## config.mk

```make
export PLATFORM = sky130hd
export DESIGN_NAME = tblink_rpc_invoke_initiator
export DESIGN_NICKNAME = d
export VERILOG_FILES = /design/src/rtl/tblink_rpc_invoke_initiator.sv
export SDC_FILE = /design/constraint.sdc
export NUM_CORES = 1
export LEC_CHECK = 0
export BUFFER_PORTS_ARGS = -buffer_cell sky130_fd_sc_hd__clkbuf_2
export CAP_MARGIN = 20
export CORE_MARGIN = 1
export CORE_UTILIZATION = 26
export DETAILED_ROUTE_END_ITERATION = 10
export PLACE_DENSITY_LB_ADDON = 0.12
export SLEW_MARGIN = 10
export SYNTH_ARGS = -nofsm -noshare
export SYNTH_HDL_FRONTEND = slang
export SYNTH_SLANG_ARGS = --single-unit
```

## constraint.sdc

```tcl
create_clock -name clock -period 7.2 [get_ports clock]
set_input_delay 0 -clock clock [delete_from_list [all_inputs] [get_ports clock]]
set_output_delay 0 -clock clock [all_outputs]
set_load 0.02 [all_outputs]
```

## src/rtl/tblink_rpc_invoke_initiator.sv

```systemverilog
// tblink_rpc_invoke_initiator: calling end of the TbLink RPC invoke/invoke_rsp exchange.
// Serialises calls onto a word stream, tracks outstanding call ids and turns matched responses into completions.
module tblink_rpc_invoke_initiator #(
   parameter int unsigned DATA_W      = 32,
   parameter int unsigned METHOD_W    = 8,
   parameter int unsigned CALL_ID_W   = 8,
   parameter int unsigned MAX_PARAMS  = 4,
   parameter int unsigned OUTSTANDING = 4
) (
   input  logic                               clock,
   input  logic                               reset_n,
   input  logic                               req_valid,
   output logic                               req_ready,
   input  logic [METHOD_W-1:0]                req_method,
   input  logic [7:0]                         req_nparams,
   input  logic [MAX_PARAMS*DATA_W-1:0]       req_params,
   output logic [CALL_ID_W-1:0]               req_call_id,
   output logic                               tx_valid,
   input  logic                               tx_ready,
   output logic [DATA_W-1:0]                  tx_data,
   output logic                               tx_last,
   input  logic                               rx_valid,
   output logic                               rx_ready,
   input  logic [CALL_ID_W-1:0]               rx_call_id,
   input  logic [DATA_W-1:0]                  rx_retval,
   output logic                               cpl_valid,
   input  logic                               cpl_ready,
   output logic [METHOD_W-1:0]                cpl_method,
   output logic [CALL_ID_W-1:0]               cpl_call_id,
   output logic [DATA_W-1:0]                  cpl_retval,
   output logic                               err_unknown_id,
   output logic [$clog2(OUTSTANDING+1)-1:0]   outstanding
);

   localparam int unsigned CNT_W  = $clog2(OUTSTANDING + 1);
   localparam int unsigned IDX_W  = (MAX_PARAMS > 1) ? $clog2(MAX_PARAMS) : 1;
   localparam int unsigned SLOT_W = (OUTSTANDING > 1) ? $clog2(OUTSTANDING) : 1;
   localparam int unsigned HDR_HI = CALL_ID_W + METHOD_W + 8;

   typedef enum logic [1:0] {ST_IDLE, ST_HDR, ST_PARAM} state_e;

   state_e                        state_q, state_d;
   logic                          run_q;
   logic [CALL_ID_W-1:0]          id_cnt_q, id_cnt_d;
   logic [CALL_ID_W-1:0]          call_id_q, call_id_d;
   logic [METHOD_W-1:0]           method_q, method_d;
   logic [7:0]                    nparams_q, nparams_d;
   logic [MAX_PARAMS*DATA_W-1:0]  params_q, params_d;
   logic [IDX_W-1:0]              idx_q, idx_d;

   logic [OUTSTANDING-1:0]        slot_vld_q, slot_vld_d;
   logic [CALL_ID_W-1:0]          slot_id_q     [OUTSTANDING];
   logic [CALL_ID_W-1:0]          slot_id_d     [OUTSTANDING];
   logic [METHOD_W-1:0]           slot_method_q [OUTSTANDING];
   logic [METHOD_W-1:0]           slot_method_d [OUTSTANDING];
   logic [CNT_W-1:0]              out_cnt_q, out_cnt_d;

   logic                          cpl_valid_q, cpl_valid_d;
   logic [METHOD_W-1:0]           cpl_method_q, cpl_method_d;
   logic [CALL_ID_W-1:0]          cpl_call_id_q, cpl_call_id_d;
   logic [DATA_W-1:0]             cpl_retval_q, cpl_retval_d;
   logic                          err_q, err_d;

   logic                          full_c, id_busy_c, hit_c;
   logic [SLOT_W-1:0]             hit_idx_c, free_idx_c;
   logic                          req_fire_c, rx_fire_c, rx_hit_c;
   logic [7:0]                    nparams_clamp_c;
   logic [DATA_W-1:0]             hdr_word_c, param_word_c;

   // Associative search of the call table: free slot, counter-id collision, response match
   always_comb begin
      full_c     = (out_cnt_q == CNT_W'(OUTSTANDING));
      id_busy_c  = 1'b0;
      hit_c      = 1'b0;
      hit_idx_c  = '0;
      free_idx_c = '0;
      for (int i = 0; i < int'(OUTSTANDING); i++) begin
         if (!slot_vld_q[i]) free_idx_c = SLOT_W'(i);
         if (slot_vld_q[i] && (slot_id_q[i] == id_cnt_q)) id_busy_c = 1'b1;
         if (slot_vld_q[i] && (slot_id_q[i] == rx_call_id)) begin
            hit_c     = 1'b1;
            hit_idx_c = SLOT_W'(i);
         end
      end
   end

   assign req_ready       = run_q && (state_q == ST_IDLE) && !full_c && !id_busy_c;
   assign req_call_id     = id_cnt_q;
   assign req_fire_c      = req_valid && req_ready;
   assign rx_ready        = run_q && (!cpl_valid_q || cpl_ready);
   assign rx_fire_c       = rx_valid && rx_ready;
   assign rx_hit_c        = rx_fire_c && hit_c;
   assign nparams_clamp_c = (req_nparams > 8'(MAX_PARAMS)) ? 8'(MAX_PARAMS) : req_nparams;

   // Outbound word formatting from the latched call
   always_comb begin
      param_word_c = '0;
      for (int i = 0; i < int'(MAX_PARAMS); i++) begin
         if (idx_q == IDX_W'(i)) param_word_c = params_q[i*DATA_W +: DATA_W];
      end
      hdr_word_c                          = '0;
      hdr_word_c[7:0]                     = nparams_q;
      hdr_word_c[METHOD_W+7:8]            = method_q;
      hdr_word_c[HDR_HI-1:METHOD_W+8]     = call_id_q;
   end

   assign tx_valid = (state_q != ST_IDLE);
   assign tx_data  = (state_q == ST_HDR)   ? hdr_word_c :
                     (state_q == ST_PARAM) ? param_word_c : '0;
   assign tx_last  = (state_q == ST_HDR)   ? (nparams_q == 8'd0) :
                     (state_q == ST_PARAM) ? (8'(idx_q) == (nparams_q - 8'd1)) : 1'b0;

   // Call sequencer: IDLE -> HDR -> PARAM* -> IDLE
   always_comb begin
      state_d   = state_q;
      idx_d     = idx_q;
      method_d  = method_q;
      nparams_d = nparams_q;
      params_d  = params_q;
      call_id_d = call_id_q;
      id_cnt_d  = id_cnt_q;
      case (state_q)
         ST_IDLE: begin
            if (req_fire_c) begin
               method_d  = req_method;
               nparams_d = nparams_clamp_c;
               params_d  = req_params;
               call_id_d = id_cnt_q;
               id_cnt_d  = id_cnt_q + CALL_ID_W'(1);
               state_d   = ST_HDR;
            end
         end
         ST_HDR: begin
            if (tx_ready) begin
               idx_d   = '0;
               state_d = (nparams_q == 8'd0) ? ST_IDLE : ST_PARAM;
            end
         end
         ST_PARAM: begin
            if (tx_ready) begin
               idx_d = idx_q + IDX_W'(1);
               if (tx_last) state_d = ST_IDLE;
            end
         end
         default: state_d = ST_IDLE;
      endcase
   end

   // Table allocate/free and completion staging; alloc and free may coincide
   always_comb begin
      slot_vld_d    = slot_vld_q;
      slot_id_d     = slot_id_q;
      slot_method_d = slot_method_q;
      cpl_valid_d   = cpl_valid_q;
      cpl_method_d  = cpl_method_q;
      cpl_call_id_d = cpl_call_id_q;
      cpl_retval_d  = cpl_retval_q;
      err_d         = rx_fire_c && !hit_c;
      if (cpl_ready) cpl_valid_d = 1'b0;
      if (rx_hit_c) begin
         slot_vld_d[hit_idx_c] = 1'b0;
         cpl_valid_d           = 1'b1;
         cpl_method_d          = slot_method_q[hit_idx_c];
         cpl_call_id_d         = rx_call_id;
         cpl_retval_d          = rx_retval;
      end
      if (req_fire_c) begin
         slot_vld_d[free_idx_c]    = 1'b1;
         slot_id_d[free_idx_c]     = id_cnt_q;
         slot_method_d[free_idx_c] = req_method;
      end
      case ({req_fire_c, rx_hit_c})
         2'b10:   out_cnt_d = out_cnt_q + CNT_W'(1);
         2'b01:   out_cnt_d = out_cnt_q - CNT_W'(1);
         default: out_cnt_d = out_cnt_q;
      endcase
   end

   always_ff @(posedge clock or negedge reset_n) begin
      if (!reset_n) begin
         state_q       <= ST_IDLE;
         run_q         <= 1'b0;
         id_cnt_q      <= '0;
         call_id_q     <= '0;
         method_q      <= '0;
         nparams_q     <= '0;
         params_q      <= '0;
         idx_q         <= '0;
         slot_vld_q    <= '0;
         out_cnt_q     <= '0;
         cpl_valid_q   <= 1'b0;
         cpl_method_q  <= '0;
         cpl_call_id_q <= '0;
         cpl_retval_q  <= '0;
         err_q         <= 1'b0;
         for (int i = 0; i < int'(OUTSTANDING); i++) begin
            slot_id_q[i]     <= '0;
            slot_method_q[i] <= '0;
         end
      end else begin
         state_q       <= state_d;
         run_q         <= 1'b1;
         id_cnt_q      <= id_cnt_d;
         call_id_q     <= call_id_d;
         method_q      <= method_d;
         nparams_q     <= nparams_d;
         params_q      <= params_d;
         idx_q         <= idx_d;
         slot_vld_q    <= slot_vld_d;
         out_cnt_q     <= out_cnt_d;
         cpl_valid_q   <= cpl_valid_d;
         cpl_method_q  <= cpl_method_d;
         cpl_call_id_q <= cpl_call_id_d;
         cpl_retval_q  <= cpl_retval_d;
         err_q         <= err_d;
         slot_id_q     <= slot_id_d;
         slot_method_q <= slot_method_d;
      end
   end

   assign cpl_valid      = cpl_valid_q;
   assign cpl_method     = cpl_method_q;
   assign cpl_call_id    = cpl_call_id_q;
   assign cpl_retval     = cpl_retval_q;
   assign err_unknown_id = err_q;
   assign outstanding    = out_cnt_q;

endmodule

```

# ---- Yosys cells after proc, flatten, opt, wreduce, memory -nomap -nowiden
# Index checks and enable logic that the tools add are counted.
dict set report totals {
  ff_bits 286
  input_bits 190
}
dict set report classes {
  reduce_logical 34
  add_sub_neg 5
  order_cmp 8
  eq_ne 21
  n_mux 48
  n_bitwise 5
}
# cell count
set ops {}
lappend ops {{two-way mux 32 bit} 6}
lappend ops {{bitwise mux 32 bit} 2}
lappend ops {{== test 8 bit} 8}
lappend ops {{two-way mux 8 bit} 4}
lappend ops {{two-way mux 2 bit} 11}
lappend ops {{logical AND 1 bit} 19}
lappend ops {{binary-select mux 8 bit (select 2 bit)} 1}
lappend ops {{demux 8 bit (select 2 bit)} 1}
lappend ops {{two-way mux 1 bit} 16}
lappend ops {{adder 8 x 1 -> 8 bit, second input constant} 1}
lappend ops {{== test 2 bit, second input constant} 4}
lappend ops {{== test 2 x 8 -> 1 bit} 1}
lappend ops {{> comparator 8 x 3 -> 1 bit, second input constant} 1}
lappend ops {{logical NOT 8 bit} 1}
lappend ops {{two-way mux 4 bit} 2}
lappend ops {{inequality test 2 bit, second input constant} 4}
lappend ops {{nonzero test 2 bit} 4}
lappend ops {{subtractor 8 x 1 -> 8 bit, second input constant} 1}
lappend ops {{== test 2 x 1 -> 1 bit, second input constant} 3}
lappend ops {{>= comparator 3 bit, second input constant} 2}
lappend ops {{< comparator 2 x 3 -> 1 bit, second input constant} 2}
lappend ops {{inverter 2 -> 3 bit} 2}
lappend ops {{one-hot mux 2 bit (3 select lines)} 1}
lappend ops {{one-hot mux 3 bit (2 select lines)} 1}
lappend ops {{other kinds (17)} 23}

# ---- Logic depth before layout (Yosys ltp)
dict set report logic_depth {
  ltp_word 14
  depth_mapped 15
}

# ---- Worst setup path before layout
# OpenSTA, ideal clock, no wires.
dict set report synth_timing {
  path_type {reg2reg}
  start {register id_cnt_q[3], in the netlist req_call_id[3]}
  end {register out_cnt_q[2], in the netlist outstanding[2]}
  synth_period_minus_slack_ns 2.894
  arrival_ns 2.815
  stages_incl_launch_ff 15
  required_ns 7.120
  path_slack_ns 4.306
  cell_sequence {dfrtp_1 > buf_4 > xor2_1 > nor4_1 > nand4_1 > nand3_1 > nor2_1 > inv_1 > clkbuf_1 > ha_1 > inv_1 > fa_1 > xor2_1 > nor2_1 > xor2_1}
}
dict set report synth_between {
  elab_chain_cells 11
}
# item line
set synth_lines {}
lappend synth_lines {{start: declaration} 44} ;# logic [CALL_ID_W-1:0] id_cnt_q, id_cnt_d;
lappend synth_lines {{start signal: assignment} 203} ;# id_cnt_q <= id_cnt_d;
lappend synth_lines {{== test 8 bit} 79} ;# if (slot_vld_q[i] && (slot_id_q[i] == id_cnt_q)) id_busy_c = 1'b1;
lappend synth_lines {{logical AND 1 bit} 79}
lappend synth_lines {{two-way mux 1 bit (3 in a row)} 79}
lappend synth_lines {{two-way mux 1 bit *} 79}
lappend synth_lines {{logical NOT 1 bit *} 87} ;# assign req_ready = run_q && (state_q == ST_IDLE) && !full_c && !id_busy_c;
lappend synth_lines {{logical AND 1 bit *} 87}
lappend synth_lines {{logical AND 1 bit *} 89} ;# assign req_fire_c = req_valid && req_ready;
lappend synth_lines {{== test 2 x 1 -> 1 bit or == test 2 bit (tied branches)} 172} ;# case ({req_fire_c, rx_hit_c})
lappend synth_lines {{one-hot mux 3 bit (2 select lines) or nonzero test 2 bit (tied branches)} n/a}
lappend synth_lines {{end signal: assignment} 210} ;# out_cnt_q <= out_cnt_d;
lappend synth_lines {{end: declaration} 56} ;# logic [CNT_W-1:0] out_cnt_q, out_cnt_d;
# Every way passes the cells marked *; elsewhere a longest branch is shown, timed or not.
# A chain may end at the register's enable or synchronous reset.

# ---- Worst setup path in the final report
dict set report layout_timing {
  start {register id_cnt_q[6], in the netlist req_call_id[6]}
  end {register out_cnt_q[2], in the netlist outstanding[2]}
}
# The elaborated chain is that of the path after synthesis.

==> results.ini <==
[placed_design]
place.detailed.hpwl_um = 28000
dpl_worst_slack_ns = 2.63
io_buffers = 286
gp_congestion = 0.775
placed_cell_area_um2 = 15500

[timing]
finClkSkew_ns = 0.00767
rsz0062_at_grt = no
final_hold_viol_count = 0
relSlewSlack = 0.307
worst_slack_ns = 2.72
worst_pin_slew_ns = 1.04
final.period_utilization = 0.622
fmax_mhz = 223
fin_tns_setup_ns = 0
setup_viol = 0
finalMaxSlewViolations = 0
fin_crit_ns = 4.48

[worst_setup_path]
worstRegToRegCells = 13
cp-end-kind = flip-flop
worstPathCellList = xor2_1 -> nor4_1 -> nand4_1 -> nand3_1 -> nor2_4 -> buf_4 -> inv_1 -> ha_1 -> inv_1 -> fa_1 -> xor2_1 -> nor2_1 -> xor2_1
arrival_ns = 4.95
worstReg2RegStart = req_call_id[6]$_DFFE_PN0P_
crit_fanout = 57
rr_endpoint = outstanding[2]$_DFFE_PN0P_
worstPathRequired_ns = 7.67
critPathKind = reg -> reg
crit_top_cell = xor2_1
r2r_setup_slack_ns = 2.72
setup.worst_path.start_class = flip-flop
critPathSlowestCell = dfrtp_1
cpPeakStageDelay_ns = 0.80

[routing]
drc = 0
routed_via_density = 4.46
wl_per_cell_um = 17.9
finalWirelength_um = 40900
dr.pass1.iters = 4
vias = 10200
antenna_left = 0
drt_iter0_drc = 396

[yosys]
ys_warn_count = 0
yosys_register_bits = 286
async_flop_share = 1.00
synth_seq_area_share = 0.531
synth_cells = 1139
synth.distinct_cells = 49
synth_ff_type = dfrtp_1
syn_area_per_cell_um2 = 11.8
synth-edff-count = 0
synth_nets = 1337
syn_area_um2 = 13500

[layout]
utilization = 0.363
layout-drive-gt1-share = 0.384
final_common_cell = dfrtp_1
areaGrowthSynthToFinish_pct = 38.2
nets = 1780
n_fill_cell = 5128
most-common-layout-cells = dfrtp_1, clkbuf_2, mux2_2, dlygate4sd3_1, a21oi_1
design_area_um2 = 18600

[outcome]
status = finished, final reports clean

[clocking]
clk_pin_slew_ns = 0.06
ctsLongestPathBuffers = 3
clock_latency_ns = 0.55
cts_buffers = 37
clockRootBuffer = clkbuf_16
cts.sinks = 286
post_cts_resized = 0
cts_tree = yes
cts-htree-levels = 2

[run]
drv_cap = 0

[grt]
grt_overflow = 0
grt_pass1_vias = 10900
grt_pass1_wl_um = 64300
track_usage = 0.156
grt_max_degree = 138
antenna_found_initial = 2

[floorplanning]
dieWidth_um = 230
core_um2 = 51300
placementRows = 83
die-area_um2 = 52800
fp.dieH_um = 230
initial_core_util = 0.263
ios = 287

[power_and_ir_drop]
max-vdd-ir-drop_v = 0.000153
p_leak_nw = 8.39
p_per_area_nw_per_um2 = 405

[hold_path]
hold_class = in -> async

## cells in the mapped netlist, drive strengths merged, types with 3 or more instances
| cell | number | area share |
|---|---|---|
| a21oi | 99 | 0.037 |
| a311oi | 5 | 0.0032 |
| and2 | 8 | 0.0037 |
| and3 | 8 | 0.0037 |
| buf | 44 | 0.019 |
| clkbuf | 38 | 0.011 |
| dfrtp | 286 | 0.53 |
| ha | 7 | 0.0065 |
| inv | 12 | 0.0033 |
| mux2 | 256 | 0.22 |
| nand2 | 75 | 0.021 |
| nand2b | 3 | 0.0014 |
| nand3 | 23 | 0.0085 |
| nand3b | 33 | 0.018 |
| nand4 | 14 | 0.0065 |
| nor2 | 53 | 0.015 |
| nor3 | 23 | 0.0097 |
| nor4 | 7 | 0.0032 |
| o21ai | 37 | 0.014 |
| or3 | 4 | 0.0019 |
| xnor2 | 47 | 0.031 |
| xor2 | 30 | 0.019 |
## worst max-delay path: cells and delay by family, from the launching register on
kind,cells,cell delay (ns)
simple gates,5,1.37
buf+inv,3,1.09
xor+xnor,3,0.42
flops,1,0.80
fa+ha+maj,2,0.68
## sequential cells by signal, indices dropped and copies added, names as in the netlist, 3 cells and up
register	cells
cpl_method	8
slot_method_q	32
slot_id_q	32
outstanding	3
cpl_retval	32
call_id_q	8
params_q	128
slot_vld_q	4
method_q	8
cpl_call_id	8
nparams_q	8
req_call_id	8
## cell families after synthesis
| group | after synthesis | synth area share |
|---|---|---|
| mux | 258 | 0.218 |
| compound gates | 158 | 0.0632 |
| other cells | 1 | 0.000278 |
| simple gates | 257 | 0.0965 |
| flops | 286 | 0.531 |
| buf+inv | 94 | 0.0331 |
| xor+xnor | 77 | 0.0500 |
| fa+ha+maj | 8 | 0.00798 |
## worst max-delay path by stage
stage          depth (start not counted)                  startpoint                          to  slack (ns)
6_report                              13  req_call_id[6]$_DFFE_PN0P_  outstanding[2]$_DFFE_PN0P_        2.72
5_1_grt                               13  req_call_id[3]$_DFFE_PN0P_  outstanding[2]$_DFFE_PN0P_        2.26
4_1_cts                               13  req_call_id[3]$_DFFE_PN0P_  outstanding[2]$_DFFE_PN0P_        2.59
3_5_place_dp                          13  req_call_id[6]$_DFFE_PN0P_  outstanding[2]$_DFFE_PN0P_        2.63
3_3_place_gp                          13  req_call_id[6]$_DFFE_PN0P_  outstanding[2]$_DFFE_PN0P_        2.54
2_1_floorplan                         14  req_call_id[3]$_DFFE_PN0P_  outstanding[2]$_DFFE_PN0P_        4.31
## power by group
| group | internal (mW) | leakage, nW | switching, mW |
|---|---|---|---|
| Combinational | 1.32 | 4.28 | 1.45 |
| Sequential | 2.33 | 3.52 | 0.567 |
| Clock | 1.14 | 0.596 | 0.727 |
| Total | 4.79 | 8.39 | 2.74 |
## stage by stage
step | hold slack, ns | cells | power, mW
after global placement | 0.0661 | 2035 | 5.64
after detailed placement | 0.0666 | 2035 | 5.66
after global routing | 0.0939 | 2289 | 8.09
after CTS | 0.0573 | 2285 | 7.67
final | 0.0275 | 2289 | 7.54
after floorplan | -0.296 | 1139 | 4.75
## final cells by class
cell class	instances	area [µm²]	area share
flip-flops and latches	286	7160	0.384
multi-input cells	759	5900	0.317
repair buffers	486	3450	0.185
clock buffers	58	1130	0.0605
well taps	680	851	0.0457
clock inverters	6	87.6	0.00470
inverters	12	45.0	0.00242
diodes	2	5.00	0.000269
## routing by layer
layer,global-route usage,share of wire,vias to the layer above,wire [µm]
met5,0,0,-,0
met4,0.0482,0.021,0,878
met3,0.0365,0.058,56,2360
met2,0.247,0.45,266,18500
met1,0.212,0.47,4986,19200
li1,-,-,4891,-
## timing repair
item / 4_1_cts / 5_1_grt
endpoints found under the hold margin: 308 / 0
hold buffers: 186 / 0
setup buffers: 0 / 0
endpoints found under the setup margin: 0 / 0
Power figures use the tool's default switching activity.
